### src/rtl/stopwatch_pkg.sv
`default_nettype none
// +-------------------------------------------------------------------+
// | stopwatch_pkg : shared types and helpers for lap_stopwatch_core   |
// | Rev 1.0                                                           |
// +-------------------------------------------------------------------+
package stopwatch_pkg;

    typedef enum logic [1:0] {
        IDLE  = 2'd0,
        RUN   = 2'd1,
        PAUSE = 2'd2
    } sw_state_t;

    typedef logic [3:0] bcd_digit_t;

    localparam bcd_digit_t BCD_MAX_DIGIT = 4'd9;

    // Bits needed to hold 10**digits-1 in binary.
    function automatic int tw_of(input int digits);
        int p;
        p = 1;
        for (int i = 0; i < digits; i++) begin
            p = p * 10;
        end
        return $clog2(p);
    endfunction

endpackage
`default_nettype wire

### src/rtl/lap_stopwatch_core_if.sv
`default_nettype none
// +-------------------------------------------------------------------+
// | lap_stopwatch_core_if : control pulses, lap read and time outputs |
// | Rev 1.0                                                           |
// +-------------------------------------------------------------------+
interface lap_stopwatch_core_if #(
    parameter int DIGITS = 6,
    parameter int LAPS   = 8
);
    import stopwatch_pkg::*;

    localparam int TW = tw_of(DIGITS);
    localparam int AW = $clog2(LAPS);
    localparam int CW = $clog2(LAPS + 1);

    logic                  start_stop;
    logic                  lap;
    logic                  clear;
    logic [AW-1:0]         rd_idx;
    logic [TW-1:0]         t;
    logic [4*DIGITS-1:0]   t_bcd;
    logic [TW-1:0]         t_interval;
    logic [TW-1:0]         lap_time;
    logic [CW-1:0]         lap_count;
    logic                  lap_ovf;
    logic                  running;
    logic                  t_ovf;

    modport master (
        output start_stop, lap, clear, rd_idx,
        input  t, t_bcd, t_interval, lap_time, lap_count, lap_ovf, running, t_ovf
    );

    modport slave (
        input  start_stop, lap, clear, rd_idx,
        output t, t_bcd, t_interval, lap_time, lap_count, lap_ovf, running, t_ovf
    );

endinterface
`default_nettype wire

### src/rtl/bcd_counter.sv
`default_nettype none
// +-------------------------------------------------------------------+
// | bcd_counter : saturating cascaded decade counter with binary twin |
// | Rev 1.0                                                           |
// +-------------------------------------------------------------------+
module bcd_counter
    import stopwatch_pkg::*;
#(
    parameter int DIGITS = 6,
    parameter int TW     = tw_of(DIGITS)
) (
    input  wire logic                clk,
    input  wire logic                KEY2,
    input  wire logic                clr,
    input  wire logic                inc,
    output logic [4*DIGITS-1:0]      bcd,
    output logic [TW-1:0]            bin,
    output logic                     sat
);

    logic [4*DIGITS-1:0] bcd_q, bcd_d;
    logic [TW-1:0]       bin_q, bin_d;
    logic                sat_q, sat_d;
    logic                at_max;
    logic                carry;

    always_comb begin
        at_max = 1'b1;
        for (int i = 0; i < DIGITS; i++) begin
            if (bcd_q[4*i +: 4] != BCD_MAX_DIGIT) begin
                at_max = 1'b0;
            end
        end
    end

    // Binary and BCD advance in the same cycle so they never disagree.
    always_comb begin
        bcd_d = bcd_q;
        bin_d = bin_q;
        sat_d = sat_q;
        carry = 1'b0;
        if (clr) begin
            bcd_d = '0;
            bin_d = '0;
            sat_d = 1'b0;
        end else if (inc) begin
            if (at_max) begin
                sat_d = 1'b1;
            end else begin
                bin_d = bin_q + 1'b1;
                carry = 1'b1;
                for (int i = 0; i < DIGITS; i++) begin
                    if (carry) begin
                        if (bcd_q[4*i +: 4] == BCD_MAX_DIGIT) begin
                            bcd_d[4*i +: 4] = 4'd0;
                        end else begin
                            bcd_d[4*i +: 4] = bcd_q[4*i +: 4] + 4'd1;
                            carry           = 1'b0;
                        end
                    end
                end
            end
        end
    end

    always_ff @(posedge clk) begin
        if (!KEY2) begin
            bcd_q <= '0;
            bin_q <= '0;
            sat_q <= 1'b0;
        end else begin
            bcd_q <= bcd_d;
            bin_q <= bin_d;
            sat_q <= sat_d;
        end
    end

    assign bcd = bcd_q;
    assign bin = bin_q;
    assign sat = sat_q;

endmodule
`default_nettype wire

### src/rtl/lap_stopwatch_core.sv
`default_nettype none
// +-------------------------------------------------------------------+
// | lap_stopwatch_core : run/pause/clear stopwatch with lap memory    |
// | Rev 1.0                                                           |
// +-------------------------------------------------------------------+
module lap_stopwatch_core
    import stopwatch_pkg::*;
#(
    parameter int CLK_HZ  = 50_000_000,
    parameter int TICK_HZ = 1000,
    parameter int DIGITS  = 6,
    parameter int LAPS    = 8
) (
    input  wire logic            clk,
    input  wire logic            KEY2,
    lap_stopwatch_core_if.slave  bus
);

    localparam int TW  = tw_of(DIGITS);
    localparam int AW  = $clog2(LAPS);
    localparam int CW  = $clog2(LAPS + 1);
    localparam int DIV = CLK_HZ / TICK_HZ;
    localparam int PW  = (DIV > 1) ? $clog2(DIV) : 1;

    localparam logic [PW-1:0] PRE_MAX = PW'(DIV - 1);
    localparam logic [CW-1:0] LAPS_C  = CW'(LAPS);

    sw_state_t     state_q, state_d;
    logic          running_q;
    logic [PW-1:0] pre_q, pre_d;
    logic [AW-1:0] wp_q, wp_d;
    logic [CW-1:0] cnt_q, cnt_d;
    logic          lovf_q, lovf_d;
    logic [TW-1:0] prev_q, prev_d;
    logic [TW-1:0] intv_q, intv_d;
    logic [TW-1:0] ltime_q, ltime_d;
    logic [TW-1:0] mem_q [LAPS];

    logic                clr_acc;
    logic                lap_acc;
    logic                tick;
    logic [AW-1:0]       rd_phys;
    logic                rd_hit;
    logic [TW-1:0]       t_bin;
    logic [4*DIGITS-1:0] t_bcd_w;
    logic                t_sat;

    bcd_counter #(
        .DIGITS (DIGITS)
    ) u_cnt (
        .clk  (clk),
        .KEY2 (KEY2),
        .clr  (clr_acc),
        .inc  (tick),
        .bcd  (t_bcd_w),
        .bin  (t_bin),
        .sat  (t_sat)
    );

    assign clr_acc = bus.clear && (state_q != RUN);
    assign lap_acc = bus.lap && (state_q == RUN);
    assign tick    = (state_q == RUN) && (pre_q == PRE_MAX);

    // Oldest stored entry sits lap_count slots behind the write pointer.
    assign rd_phys = wp_q - cnt_q[AW-1:0] + bus.rd_idx;
    assign rd_hit  = CW'(bus.rd_idx) < cnt_q;

    always_comb begin
        state_d = state_q;
        if (clr_acc) begin
            state_d = IDLE;
        end else if (bus.start_stop) begin
            case (state_q)
                IDLE:    state_d = RUN;
                RUN:     state_d = PAUSE;
                PAUSE:   state_d = RUN;
                default: state_d = IDLE;
            endcase
        end
    end

    always_comb begin
        pre_d = pre_q;
        if (clr_acc) begin
            pre_d = '0;
        end else if (state_q == RUN) begin
            pre_d = tick ? '0 : pre_q + 1'b1;
        end
    end

    always_comb begin
        wp_d    = wp_q;
        cnt_d   = cnt_q;
        lovf_d  = lovf_q;
        prev_d  = prev_q;
        intv_d  = intv_q;
        ltime_d = rd_hit ? mem_q[rd_phys] : '0;
        if (clr_acc) begin
            wp_d    = '0;
            cnt_d   = '0;
            lovf_d  = 1'b0;
            prev_d  = '0;
            intv_d  = '0;
            ltime_d = '0;
        end else if (lap_acc) begin
            wp_d   = wp_q + 1'b1;
            intv_d = t_bin - prev_q;
            prev_d = t_bin;
            if (cnt_q == LAPS_C) begin
                lovf_d = 1'b1;
            end else begin
                cnt_d = cnt_q + 1'b1;
            end
        end
    end

    always_ff @(posedge clk) begin
        if (!KEY2) begin
            state_q   <= IDLE;
            running_q <= 1'b0;
            pre_q     <= '0;
            wp_q      <= '0;
            cnt_q     <= '0;
            lovf_q    <= 1'b0;
            prev_q    <= '0;
            intv_q    <= '0;
            ltime_q   <= '0;
        end else begin
            state_q   <= state_d;
            running_q <= (state_d == RUN);
            pre_q     <= pre_d;
            wp_q      <= wp_d;
            cnt_q     <= cnt_d;
            lovf_q    <= lovf_d;
            prev_q    <= prev_d;
            intv_q    <= intv_d;
            ltime_q   <= ltime_d;
        end
    end

    // Stale contents are harmless: lap_count gates every read.
    always_ff @(posedge clk) begin
        if (KEY2 && lap_acc) begin
            mem_q[wp_q] <= t_bin;
        end
    end

    assign bus.t          = t_bin;
    assign bus.t_bcd      = t_bcd_w;
    assign bus.t_interval = intv_q;
    assign bus.lap_time   = ltime_q;
    assign bus.lap_count  = cnt_q;
    assign bus.lap_ovf    = lovf_q;
    assign bus.running    = running_q;
    assign bus.t_ovf      = t_sat;

endmodule
`default_nettype wire

### src/flat_wrapper.sv
// flat-port wrapper written by rule: the top's interface ports become plain ports
module lap_stopwatch_core_flat import stopwatch_pkg::*;
#(
    parameter int CLK_HZ  = 50_000_000,
    parameter int TICK_HZ = 1000,
    parameter int DIGITS  = 6,
    parameter int LAPS    = 8
)
  (clk, KEY2, bus_start_stop, bus_lap, bus_clear, bus_rd_idx, bus_t, bus_t_bcd, bus_t_interval, bus_lap_time, bus_lap_count, bus_lap_ovf, bus_running, bus_t_ovf);
  lap_stopwatch_core_if #(.DIGITS(DIGITS), .LAPS(LAPS)) bus_i ();
  input  wire logic clk;
  input  wire logic KEY2;
  input wire logic [$bits(bus_i.start_stop)-1:0] bus_start_stop;
  input wire logic [$bits(bus_i.lap)-1:0] bus_lap;
  input wire logic [$bits(bus_i.clear)-1:0] bus_clear;
  input wire logic [$bits(bus_i.rd_idx)-1:0] bus_rd_idx;
  output wire logic [$bits(bus_i.t)-1:0] bus_t;
  output wire logic [$bits(bus_i.t_bcd)-1:0] bus_t_bcd;
  output wire logic [$bits(bus_i.t_interval)-1:0] bus_t_interval;
  output wire logic [$bits(bus_i.lap_time)-1:0] bus_lap_time;
  output wire logic [$bits(bus_i.lap_count)-1:0] bus_lap_count;
  output wire logic [$bits(bus_i.lap_ovf)-1:0] bus_lap_ovf;
  output wire logic [$bits(bus_i.running)-1:0] bus_running;
  output wire logic [$bits(bus_i.t_ovf)-1:0] bus_t_ovf;
  assign bus_i.start_stop = bus_start_stop;
  assign bus_i.lap = bus_lap;
  assign bus_i.clear = bus_clear;
  assign bus_i.rd_idx = bus_rd_idx;
  assign bus_t = bus_i.t;
  assign bus_t_bcd = bus_i.t_bcd;
  assign bus_t_interval = bus_i.t_interval;
  assign bus_lap_time = bus_i.lap_time;
  assign bus_lap_count = bus_i.lap_count;
  assign bus_lap_ovf = bus_i.lap_ovf;
  assign bus_running = bus_i.running;
  assign bus_t_ovf = bus_i.t_ovf;
  lap_stopwatch_core #(.CLK_HZ(CLK_HZ), .TICK_HZ(TICK_HZ), .DIGITS(DIGITS), .LAPS(LAPS)) u_core (.clk(clk), .KEY2(KEY2), .bus(bus_i));
endmodule
### config.mk
export PLATFORM = sky130hd
export DESIGN_NAME = lap_stopwatch_core_flat
export DESIGN_NICKNAME = d
export VERILOG_FILES = /design/src/rtl/stopwatch_pkg.sv /design/src/rtl/lap_stopwatch_core_if.sv /design/src/rtl/bcd_counter.sv /design/src/rtl/lap_stopwatch_core.sv /design/src/flat_wrapper.sv
export SDC_FILE = /design/constraint.sdc
export NUM_CORES = 1
export LEC_CHECK = 0
export ABC_AREA = 1
export BUFFER_PORTS_ARGS = -buffer_cell sky130_fd_sc_hd__buf_2
export CORE_MARGIN = 1.5
export CORE_UTILIZATION = 52
export CTS_BUF_LIST = sky130_fd_sc_hd__clkbuf_4
export DETAILED_ROUTE_END_ITERATION = 12
export GPL_TIMING_DRIVEN = 0
export PLACE_DENSITY = 0.73
export SLEW_MARGIN = 20
export SYNTH_ARGS = -nofsm -noshare
export SYNTH_HDL_FRONTEND = slang
export SYNTH_SLANG_ARGS = --single-unit
### constraint.sdc
create_clock -name clk -period 2.9 [get_ports clk]
set_input_delay 0.58 -clock clk [delete_from_list [all_inputs] [get_ports clk]]
set_output_delay 0.58 -clock clk [all_outputs]
set_load 0.05 [all_outputs]
# Word-level counts from Yosys, hierarchy flattened
# Memory sizes are Yosys's and may differ from the RTL's. A register that Yosys moved wholly into a read port is not among the register bits.
# Cells that the tools add are included.
dict set report word_totals {
  memories 1
  ff_bits 112
  output_inout_bits 91
  ramBits 160
}
# memory depth width read_ports rd_clocked_by_memory_dff wr line
set memory_table {}
lappend memory_table {u_core.mem_q 8 20 1 1 1 lap_stopwatch_core.sv:37} ;# logic [TW-1:0] mem_q [LAPS];
dict set report op_classes {
  n_reduce_logical 17
  eq_ne 18
  n_bitwise 4
  n_lt_le_gt_ge 1
  n_addsub 13
  muxes 42
}
# op n
set op_table {}
lappend op_table {{$mux 1} 32}
lappend op_table {{$add 4x1->4 const B} 7}
lappend op_table {{$eq 4x4->1 const B} 7}
lappend op_table {{$mux 4} 6}
lappend op_table {{$ne 4x4->1 const B} 6}
lappend op_table {{$add 20x1->20 const B} 1}
lappend op_table {{$sub 20x20->20} 1}
lappend op_table {{$add 16x1->16 const B} 1}
lappend op_table {{$eq 16x16->1 const B} 1}
lappend op_table {{$mux 16} 1}
lappend op_table {{$reduce_and 3->1} 5}
lappend op_table {{$reduce_and 2->1} 4}
lappend op_table {{$eq 2x1->1 const B} 2}
lappend op_table {{$logic_and 1x1->1} 4}
lappend op_table {{$lt 3x4->1} 1}
lappend op_table {{$mux 2} 2}
lappend op_table {{$not 1->1} 4}
lappend op_table {{$pmux 2 s2} 1}
lappend op_table {{$reduce_or 2->1} 2}
lappend op_table {{$add 3x1->3 const B} 1}
lappend op_table {{$add 3x3->3} 1}
lappend op_table {{$reduce_or 3->1} 1}
lappend op_table {{$sub 3x3->3} 1}
lappend op_table {{$eq 2x2->1 const B} 1}
lappend op_table {{other kinds (2)} 2}

# Depth between registers and ports, before layout
# Gate-level depths: netlist of run 1.
dict set report depth {
  depth_word 27
  mapped_depth 14
}

# Modules after synthesis
# Synthesis of run 1 repeated with hierarchy kept, for this count alone.
dict set report hier_totals {
  cells_unflattened 1501
  hier_area_um2 13424.1
}
# module n_inst cells_each area_per_inst_um2
set modules_own_cells {}
lappend modules_own_cells {lap_stopwatch_core 1 1092 10765.3}
lappend modules_own_cells {bcd_counter 1 409 2658.8}

# Worst setup path before layout of run 1
# Ideal clock, no wire load.
dict set report synth_timing {
  kind {register -> register}
  startpoint {reg u_core.state_q[0]}
  endpoint {mem u_core.mem_q[6][0] (netlist name) (enable)}
  path_stages_with_launch 8
  arrival_time_ns 2.536
  setup_ns 0.422
  slack_ns -0.058
  path_buffers 1
  path_cell_list {dfxtp_1 > inv_1 > nor2_4 > nand2_1 > inv_1 > buf_2 > nand2_1 > nor3_1}
}
dict set report synth_via {
  elab_chain_cells 5
}
# element line
set synth_rtl {}
lappend synth_rtl {{start: declaration} lap_stopwatch_core.sv:28} ;# sw_state_t state_q, state_d;
lappend synth_rtl {{start signal: assignment} lap_stopwatch_core.sv:129} ;# state_q <= state_d;
lappend synth_rtl {{$eq 2x1->1} lap_stopwatch_core.sv:61} ;# assign lap_acc = bus.lap && (state_q == RUN);
lappend synth_rtl {{$logic_and 1x1->1} lap_stopwatch_core.sv:61}
lappend synth_rtl {{$logic_and 1x1->1} lap_stopwatch_core.sv:143} ;# if (KEY2 && lap_acc) begin
lappend synth_rtl {{$mux 1} lap_stopwatch_core.sv:143}
lappend synth_rtl {{$mux 1 (not written as such)} lap_stopwatch_core.sv:144} ;# mem_q[wp_q] <= t_bin;
lappend synth_rtl {{end: declaration} lap_stopwatch_core.sv:37}
# No other way between the ends.

# Worst setup path in the final report of run 1
dict set report layout_timing {
  startpoint {reg u_core.wp_q[0]}
  endpoint {reg u_core.ltime_q[15] (netlist: u_core.bus.lap_time[15]), read port of u_core.mem_q}
}
dict set report layout_via {
  elab_chain_cells 2
}
# element line
set layout_rtl {}
lappend layout_rtl {{start: declaration} lap_stopwatch_core.sv:31} ;# logic [AW-1:0] wp_q, wp_d;
lappend layout_rtl {{start signal: assignment} lap_stopwatch_core.sv:132} ;# wp_q <= wp_d;
lappend layout_rtl {{$sub 3x3->3} lap_stopwatch_core.sv:65} ;# assign rd_phys = wp_q - cnt_q[AW-1:0] + bus.rd_idx;
lappend layout_rtl {{$add 3x3->3} lap_stopwatch_core.sv:65}
lappend layout_rtl {{end: declaration} lap_stopwatch_core.sv:36} ;# logic [TW-1:0] ltime_q, ltime_d;
# No other way between the ends.
# A chain may end at the register's enable or synchronous reset.

==> results.py, run 1 <==
metrics = {
    "drt": {
        "wire_per_inst_um": 16.50,
        "dr.first_iter.drc_count": 925,
        "wl_um": 34170,
        "avgViaCountPerCell": 5.459,
        "route.detailed.drc": 0,
        "ant_nets": 0,
        "vias": 11310,
        "firstDrtPassIters": 5,
    },
    "synth": {
        "ys.flop_type": "edfxtp_1",
        "syn_area_per_cell_sq_um": 8.960,
        "yosysMostFrequentCell": "nand2_1",
        "syn_nets": 1520,
        "yosysWarnings": 0,
        "synth_edf_count": 160,
        "synth_top_area_cell": "edfxtp_1",
        "synthArstFlopShare_pct": 0,
        "syn_inst": 1481,
        "synth_cell_type_count": 38,
        "syn_area_sq_mm": 0.01327,
        "yosysTopAreaCellShare_pct": 36.21,
        "synthTopCellsByArea": "edfxtp_1, dfxtp_1, nand2_1, nor2_1, a21oi_1",
        "synth-seq-cells": 292,
        "synth_seq_area_share_pct": 56.12,
        "synthTopCellsByCount": "nand2_1, nor2_1, edfxtp_1, inv_1, dfxtp_1",
    },
    "die": {
        "die_h_um": 162.8,
        "initial_utilization_pct": 52.85,
        "die-area_sq_mm": 0.02649,
        "fp.coreArea_sq_mm": 0.02511,
        "fp-row-count": 58,
        "die_w_um": 162.8,
        "num_io_pins": 99,
    },
    "cts": {
        "clkTransAtPathRegs_ns": 0.06,
        "clkLatencyLatePin_ns": 0.72,
        "h-tree-depth": 3,
        "clock-sinks": 292,
        "cts_buffers": 76,
        "cts_tree": "yes",
        "root_buffer": "clkbuf_4",
        "clk_path_buf_depth": 3,
    },
    "placement": {
        "place.gp.congestion": 0.9278,
        "dp_hpwl_um": 23140,
        "dp_slack_ns": -0.4152,
        "numPlacedInstances": 1928,
        "io_buffer_count": 98,
        "post_dp_cell_area_sq_mm": 0.01436,
    },
    "critical_path": {
        "crit_buf_inv": 4,
        "crit_family": "buffers and inverters",
        "reg2reg_from": "u_core.wp_q[0]",
        "crit_fanout": 10,
        "max_stage_delay_ns": 0.46,
        "reg2reg_slack_ns": 0.15,
        "required_ns": 3.49,
        "worst-r2r-cell-count": 10,
        "cp_cell_sequence": "clkinvlp_4 -> ha_1 -> inv_1 -> ha_1 -> inv_2 -> clkbuf_1 -> nor2_1 -> o32ai_1 -> nand2_1 -> a21oi_1",
        "path_depth": 10,
        "cpMostUsedCell": "ha_1",
        "cp-start-kind": "flop",
        "critPathKind": "flop to flop",
        "crit_start": "u_core.wp_q[0]",
        "endpoint": "u_core.bus.lap_time[15]",
        "arrival_ns": 3.34,
        "cp-end-kind": "flop",
        "slowest_stage": "clkbuf_1",
        "r2r-end": "u_core.bus.lap_time[15]",
    },
    "finish": {
        "fin_area_sq_mm": 0.01554,
        "drive_gt1_share_pct": 17.59,
        "fin_cells": 2071,
        "syn_to_final_growth_pct": 17.14,
        "final_nets": 1715,
    },
    "power_and_ir_drop": {
        "p_switching_w": 0.002310,
        "seqPwrFrac_pct": 47.7,
        "vdd_ir_drop_max_mv": 0.3102,
        "total_power_w": 0.009140,
        "powerDensity_mw_per_mm2": 588.0,
        "clockPowerShare_pct": 43.3,
        "power_leakage_nw": 6.377,
        "switching_share_pct": 25.27,
        "pwr-share-comb_pct": 9.0,
        "p_int_w": 0.006831,
    },
    "timing": {
        "min_period_over_period_pct": 94.66,
        "max_slew_margin_pct": 39.38,
        "timing.fmax_mhz": 364.3,
        "tightestPinTransition_ns": 0.9080,
        "rsz0062_at_grt": "no",
        "whs_ns": 0.1940,
        "hold_viol_final": 0,
        "skew_ns": 0.04416,
        "setup_viol": 0,
        "final.min_clock_period_ns": 2.745,
        "finalWorstSetupSlack_ns": 0.1548,
        "slew_violations": 0,
    },
    "min_path": {
        "hp-class": "input port to flop",
    },
    "status": {
        "status": "finished, final reports clean",
    },
    "grt": {
        "first_global_vias": 10790,
        "use_met2_pct": 43.37,
        "antenna_found_initial": 1,
        "top_usage_layer": "met2",
        "grt_pass1_wl_um": 54010,
        "met1_usage_pct": 33.14,
        "use_met3_pct": 5.220,
        "grt_max_degree": 21,
        "track_usage_pct": 26.12,
        "overflow": 0,
    },
    "run": {
        "cap_violations": 0,
    },
}
[cell usage in the layout (no fill, tap or decap), drive strengths merged, types with 2 or more instances in the layout]
cell	instances
nor4	2
a21oi	118
nand4	20
fa	3
clkinv	17
o21bai	10
and2	2
nor3	21
buf	130
xor2	24
xnor2	12
or2	3
o21a	10
edfxtp	160
o21ai	99
o32ai	40
bufinv	4
nand3b	6
clkbuf	166
nand2	284
ha	28
nand3	84
inv	140
dfxtp	132
nor2	220
[state kept, by name, summed over array words and instances, names as in the netlist]
register / cells
u_core.mem_q: 160
u_core.u_cnt.bcd: 24
u_core.bus.lap_time: 20
u_core.bus.t_interval: 20
u_core.prev_q: 20
u_core.u_cnt.bin: 20
u_core.pre_q: 16
u_core.bus.lap_count: 4
u_core.wp_q: 3
u_core.state_q: 2
u_core.bus.lap_ovf: 1
u_core.bus.running: 1
u_core.u_cnt.sat: 1
[power groups by stage]
stage	clock [W]	combinational (W)	sequential [W]
3_5_place_dp	0	0.000793	0.00445
2_1_floorplan	0	0.000503	0.00452
5_1_grt	0.00424	0.000914	0.00436
4_1_cts	0.00404	0.000810	0.00436
6_report	0.00396	0.000822	0.00436
3_3_place_gp	0	0.000778	0.00445
[stage by stage]
stage	util [%]	setup TNS (ns)
finish	61.91	0
global placement	56.45	-233.82
floorplan	-	-6.978
global route	61.91	0
CTS	61.66	-0.08005
detailed placement	57.20	-6.340
[worst min path at each step]
stage | startpoint | endpoint | slack [ns] | cells after the start
3_3_place_gp | u_core.prev_q[14] | u_core.prev_q[14] | 0.44 | 2
4_1_cts | bus_start_stop | u_core.state_q[0] | 0.14 | 3
2_1_floorplan | u_core.prev_q[10] | u_core.prev_q[10] | 0.43 | 2
6_report | bus_start_stop | u_core.state_q[0] | 0.19 | 3
3_5_place_dp | u_core.prev_q[10] | u_core.prev_q[10] | 0.46 | 2
5_1_grt | bus_start_stop | u_core.state_q[0] | 0.19 | 3
[metal layers]
metal  wire (um)  vias up
met5           0        -
met4        1019        0
met3        2520       89
met2       16430      436
met1       14200     5300
li1            -     5480
[cell type report]
class,instances,area (sq um)
clock inverters,23,207.7
clock buffers,119,893.4
inverters,139,525.5
diodes,1,2.502
repair buffers,119,651.9
fillers,2168,9564
plain buffers,58,260.3
flip-flops and latches,292,7448
well taps,330,412.9
multi-input cells,990,5142
[logic make-up (layout without fill, tap and decap cells)]
| family | after synthesis | count (layout) | synth area share, % |
|---|---|---|---|
| AOI/OAI and AO/OA | 280 | 280 | 12.19 |
| xor gates and xnor gates | 36 | 36 | 2.376 |
| adders and majority gates | 31 | 31 | 3.093 |
| buffers and inverters | 199 | 458 | 5.780 |
| DFF | 292 | 292 | 56.12 |
| other | 0 | 1 | 0 |
| and+or+nand+nor | 643 | 643 | 20.44 |
[what timing repair did]
action,in CTS,in global routing
setup endpoints to repair,25,64
hold buffers,0,0
pin swaps,0,1
cloned,0,0
gates resized for setup,17,16
setup buffers,0,2
[worst min-delay path: stages]
cell and delay (ns):
buf_2 0.11, xnor2_1 0.08, nor2_1 0.09
Power figures use the tool's default switching activity.
==> run 2: changes to the inputs <==
- PLACE_DENSITY: 0.73 -> 0.7
- clock period: 2.9 -> 2.6 ns (I/O delays scaled with it)
==> results.py, run 2 (synthesis gave the netlist of run 1 again) <==
metrics = {
    "critical_path": {
        "required_ns": 3.12,
        "cp-start-kind": "flop",
        "crit_family": "adder cells",
        "max_stage_delay_ns": 0.38,
        "slowest_stage": "dfxtp_4",
        "crit_fanout": 10,
        "crit_buf_inv": 4,
        "cp-end-kind": "flop",
        "arrival_ns": 3.06,
        "cp_cell_sequence": "inv_4 -> ha_1 -> inv_1 -> ha_1 -> fa_2 -> xor2_1 -> or2_2 -> nand2_2 -> inv_1 -> clkbuf_4 -> nand2_1 -> a21oi_1",
        "critPathKind": "flop to flop",
    },
    "power_and_ir_drop": {
        "power_leakage_nw": 6.415,
        "powerDensity_mw_per_mm2": 623.5,
        "vdd_ir_drop_max_mv": 0.3578,
    },
    "finish": {
        "top_register": "u_core.mem_q",
        "syn_to_final_growth_pct": 17.65,
        "largest_reg_flops": 160,
        "final_nets": 1721,
        "fin_area_sq_mm": 0.01561,
        "final_util_pct": 62.18,
        "fillers": 2224,
        "drive_gt1_share_pct": 18.64,
        "layout_common_cells": "nand2_1, nor2_1, edfxtp_1",
        "final_common_cell": "nand2_1",
    },
    "drt": {
        "route.detailed.drc": 0,
        "dr.first_iter.drc_count": 707,
        "ant_nets": 0,
        "avgViaCountPerCell": 5.405,
        "firstDrtPassIters": 5,
        "wl_um": 34400,
        "vias": 11180,
        "wire_per_inst_um": 16.63,
    },
    "grt": {
        "use_met2_pct": 45.13,
        "track_usage_pct": 26.47,
        "use_met3_pct": 4.787,
        "grt_max_degree": 17,
        "met1_usage_pct": 32.93,
        "antenna_found_initial": 1,
        "grt_pass1_wl_um": 54570,
        "first_global_vias": 10790,
        "overflow": 0,
        "top_usage_layer": "met2",
    },
    "die": {
        "num_io_pins": 99,
        "die_h_um": 162.8,
        "initial_utilization_pct": 52.85,
        "die-area_sq_mm": 0.02649,
        "fp.coreArea_sq_mm": 0.02511,
        "die_w_um": 162.8,
        "fp-row-count": 58,
    },
    "timing": {
        "tightestPinTransition_ns": 0.8177,
        "setup_viol": 0,
        "skew_ns": 0.03410,
        "whs_ns": 0.1576,
        "hold_viol_final": 0,
        "timing.fmax_mhz": 392.6,
        "max_slew_margin_pct": 45.41,
        "final.min_clock_period_ns": 2.547,
        "slew_violations": 0,
        "min_period_over_period_pct": 97.98,
        "finalWorstSetupSlack_ns": 0.05260,
        "tns_ns": 0,
    },
    "placement": {
        "post_dp_cell_area_sq_mm": 0.01436,
        "io_buffer_count": 98,
        "dp_hpwl_um": 23280,
        "dp_slack_ns": -0.7511,
        "place.gp.congestion": 0.9246,
    },
    "run": {
        "cap_violations": 0,
    },
    "cts": {
        "clock-sinks": 292,
        "clkTransAtPathRegs_ns": 0.06,
        "cts_buffers": 76,
        "cts_tree": "yes",
        "root_buffer": "clkbuf_4",
        "h-tree-depth": 3,
        "clkLatencyLatePin_ns": 0.69,
        "clk_path_buf_depth": 3,
    },
    "min_path": {
        "hp-class": "input port to flop",
    },
    "status": {
        "status": "finished, final reports clean",
    },
}
run 2: changes by cell type in the layout (fill, tap and decap cells not counted), sizes merged:
cell,change
bufinv,-3
buf,+9
clkbuf,-12
nor2,+1
clkinv,+3
run 2: path summary, 6_finish.rpt:
check                      startpoint                  endpoint  slack [ns]  cells after the start
max                    u_core.wp_q[0]   u_core.bus.lap_time[17]        0.05                     12
min                    bus_start_stop         u_core.state_q[0]        0.16                      3
max reg2reg            u_core.wp_q[0]   u_core.bus.lap_time[17]        0.05                     12
min reg2reg  u_core.bus.t_interval[1]  u_core.bus.t_interval[1]        0.46                      2
run 2: timing repair:
item / 4_1_cts / 5_1_grt
pin swaps: 5 / 3
setup endpoints to repair: 126 / 78
hold buffers: 0 / 0
resized for setup: 51 / 23
cloned: 1 / 0
buffers inserted: 5 / 7
run 2: worst reg2reg max path, stage by stage (launching register included):
cell and delay (ns):
dfxtp_4 0.38, inv_4 0.08, ha_1 0.28, inv_1 0.04
ha_1 0.20, fa_2 0.36, xor2_1 0.16, or2_2 0.29
nand2_2 0.13, inv_1 0.11, clkbuf_4 0.20, nand2_1 0.09
a21oi_1 0.08
run 2: area by class of cell:
class                           instances  area [sq um]  area share, %
Antenna cell                            1         2.502        0.01603
Buffer                                 58         302.8          1.939
Clock inverter                         23         131.4         0.8415
Timing Repair Buffer                  124         732.0          4.688
Sequential cell                       292          7455          47.75
Inverter                              139         524.3          3.358
Tap cell                              330         412.9          2.645
Clock buffer                          111         833.3          5.337
Multi-Input combinational cell        991          5219          33.43
run 2: layer usage:
metal | wire length [um] | up-vias | share of wire [%]
met5 | 0 | - | 0
met4 | 1014 | 0 | 2.9
met3 | 2268 | 73 | 6.6
met2 | 16850 | 373 | 49
met1 | 14260 | 5263 | 41
li1 | - | 5474 | -
run 2: through the flow:
step,power [W],std cells
final,0.009735,2069
after global routing,0.01016,2069
after CTS,0.009788,2061
after detailed placement,0.005860,1923
after global placement,0.005838,1909
after floorplan,0.005601,1481
run 2: report_power, final:
part	total [W]	leakage, nW	internal [W]	switching (W)
Combinational	0.000961	3.23	0.000301	0.000661
Clock	0.00391	0.575	0.00207	0.00184
Sequential	0.00486	2.61	0.00485	0.0000132
Total	0.00973	6.41	0.00722	0.00252
==> run 3: changes to the inputs <==
- PLACE_DENSITY: 0.7 -> 0.73
- RECOVER_POWER: not set -> 25
- clock period: 2.6 -> 2.2 ns (I/O delays scaled with it)
==> results.py, run 3 (synthesis gave the netlist of run 1 again) <==
metrics = {
    "status": {
        "status": "finished with violations",
        "violations": "setup timing",
    },
    "drt": {
        "wire_per_inst_um": 18.26,
        "route.detailed.drc": 0,
        "avgViaCountPerCell": 5.598,
        "wl_um": 38310,
        "ant_nets": 0,
        "dr.first_iter.drc_count": 854,
        "firstDrtPassIters": 7,
        "vias": 11740,
    },
    "timing": {
        "timing.fmax_mhz": 388.2,
        "tightestPinTransition_ns": 0.8372,
        "hold_viol_final": 0,
        "tns_ns": -6.558,
        "rsz0062_at_grt": "yes",
        "slew_violations": 0,
        "skew_ns": 0.06209,
        "final.min_clock_period_ns": 2.576,
        "min_period_over_period_pct": 117.1,
        "max_slew_margin_pct": 44.19,
        "setup_viol": 43,
        "finalWorstSetupSlack_ns": -0.3761,
    },
    "critical_path": {
        "cp-end-kind": "flop",
        "r2r-end": "u_core.bus.lap_time[17]",
        "arrival_ns": 3.20,
        "reg2reg_from": "u_core.bus.lap_count[1]",
        "critPathKind": "flop to flop",
        "worst-r2r-cell-count": 9,
        "reg2reg_slack_ns": -0.38,
        "cp-start-kind": "flop",
        "required_ns": 2.83,
        "crit_fanout": 8,
    },
    "grt": {
        "grt_max_degree": 17,
        "first_global_vias": 11350,
        "track_usage_pct": 28.85,
        "grt_pass1_wl_um": 58610,
        "overflow": 0,
        "antenna_found_initial": 2,
    },
    "min_path": {
        "whs_path_depth": 3,
        "hp-start": "bus_start_stop",
        "hp-class": "input port to flop",
        "holdPathEnd": "u_core.bus.running",
    },
    "cts": {
        "h-tree-depth": 3,
        "clock-sinks": 292,
        "cts_buffers": 77,
        "clk_path_buf_depth": 3,
        "cts.hold.buffers_added": 0,
        "root_buffer": "clkbuf_4",
        "cts_tree": "yes",
        "clkLatencyLatePin_ns": 0.74,
        "clkTransAtPathRegs_ns": 0.06,
    },
    "die": {
        "die_w_um": 162.8,
        "num_io_pins": 99,
        "initial_utilization_pct": 52.85,
        "die_h_um": 162.8,
        "fp.coreArea_sq_mm": 0.02511,
        "die-area_sq_mm": 0.02649,
        "fp-row-count": 58,
    },
    "placement": {
        "place.gp.congestion": 0.9336,
        "io_buffer_count": 98,
        "dp_hpwl_um": 22570,
    },
    "power_and_ir_drop": {
        "powerDensity_mw_per_mm2": 741.3,
        "vdd_ir_drop_max_mv": 0.3969,
        "total_power_w": 0.01242,
        "power_leakage_nw": 6.788,
    },
    "finish": {
        "final_common_cell": "nand2_1",
        "final_nets": 1743,
        "syn_to_final_growth_pct": 26.28,
        "fillers": 2031,
        "top_register": "u_core.mem_q",
        "drive_gt1_share_pct": 24.24,
        "layout_common_cells": "nand2_1, nor2_1, edfxtp_1",
        "largest_reg_flops": 160,
    },
    "run": {
        "cap_violations": 0,
    },
}
-- run 3: worst max-delay path by stage --
| stage | endpoint | slack [ns] | depth (start not counted) | from |
|---|---|---|---|---|
| 2_1_floorplan | u_core.mem_q[1][0] | -0.20 | 7 | u_core.state_q[0] |
| 3_3_place_gp | u_core.mem_q[1][2] | -1.31 | 7 | u_core.state_q[0] |
| 3_5_place_dp | u_core.mem_q[0][14] | -0.92 | 7 | u_core.state_q[0] |
| 4_1_cts | u_core.bus.lap_time[15] | -0.25 | 9 | u_core.bus.lap_count[1] |
| 5_1_grt | u_core.bus.lap_time[17] | -0.41 | 9 | u_core.bus.lap_count[1] |
| 6_report | u_core.bus.lap_time[17] | -0.38 | 9 | u_core.bus.lap_count[1] |
-- run 3: metrics by stage --
stage                     hold slack, ns  instances  utilization, %  instance area, sq um  setup WS [ns]
final                            0.09414       2098           66.74                 16760        -0.3761
after global routing             0.07489       2097           66.73                 16750        -0.4093
after CTS                        0.05031       2090           65.92                 16550        -0.2496
after detailed placement          0.4536       1913           57.70                 14490        -0.9234
after global placement            0.4445       1909           57.30                 14390         -1.315
after floorplan                   0.4331       1481               -                 13480        -0.1967
-- run 3: what timing repair did --
action	CTS	global route
setup buffers	25	7
pin swaps	47	46
resized for setup	142	57
endpoints found under the setup margin	228	182
gates cloned	12	1
-- run 3: metal layers --
layer / GRT usage [%] / wire, um / part of all wire (%) / up-vias
met5: 0 / 0 / 0 / -
met4: 15.01 / 1639 / 4.3 / 0
met3: 5.831 / 3031 / 7.9 / 133
met2: 49.26 / 18930 / 49 / 591
met1: 34.43 / 14710 / 38 / 5481
li1: - / - / - / 5539
-- run 3: area by class of cell --
cell class / count / area, sq um / share of cell area [%]
Sequential cell: 292 / 7467 / 44.56
Inverter: 139 / 533.0 / 3.181
Multi-Input combinational cell: 994 / 5813 / 34.69
Timing Repair Buffer: 142 / 1026 / 6.123
Buffer: 58 / 451.7 / 2.695
Clock buffer: 118 / 885.9 / 5.286
Tap cell: 330 / 412.9 / 2.464
Antenna cell: 2 / 5.005 / 0.02987
Clock inverter: 23 / 162.7 / 0.9707
-- run 3: critical path: stages (launching register included) --
cell and delay (ns):
dfxtp_4 0.35, fa_1 0.54, inv_2 0.05, fa_2 0.64, buf_12 0.18, clkbuf_16 0.16, o21ai_2 0.07, o32ai_4 0.16
nand2_1 0.13, a21oi_2 0.24
-- run 3: where the power goes --
group	internal, W	switching (W)	leakage, nW	total [W]
clock network	0.00270	0.00235	0.621	0.00505
registers	0.00573	0.0000153	2.61	0.00574
logic	0.000637	0.000990	3.56	0.00163
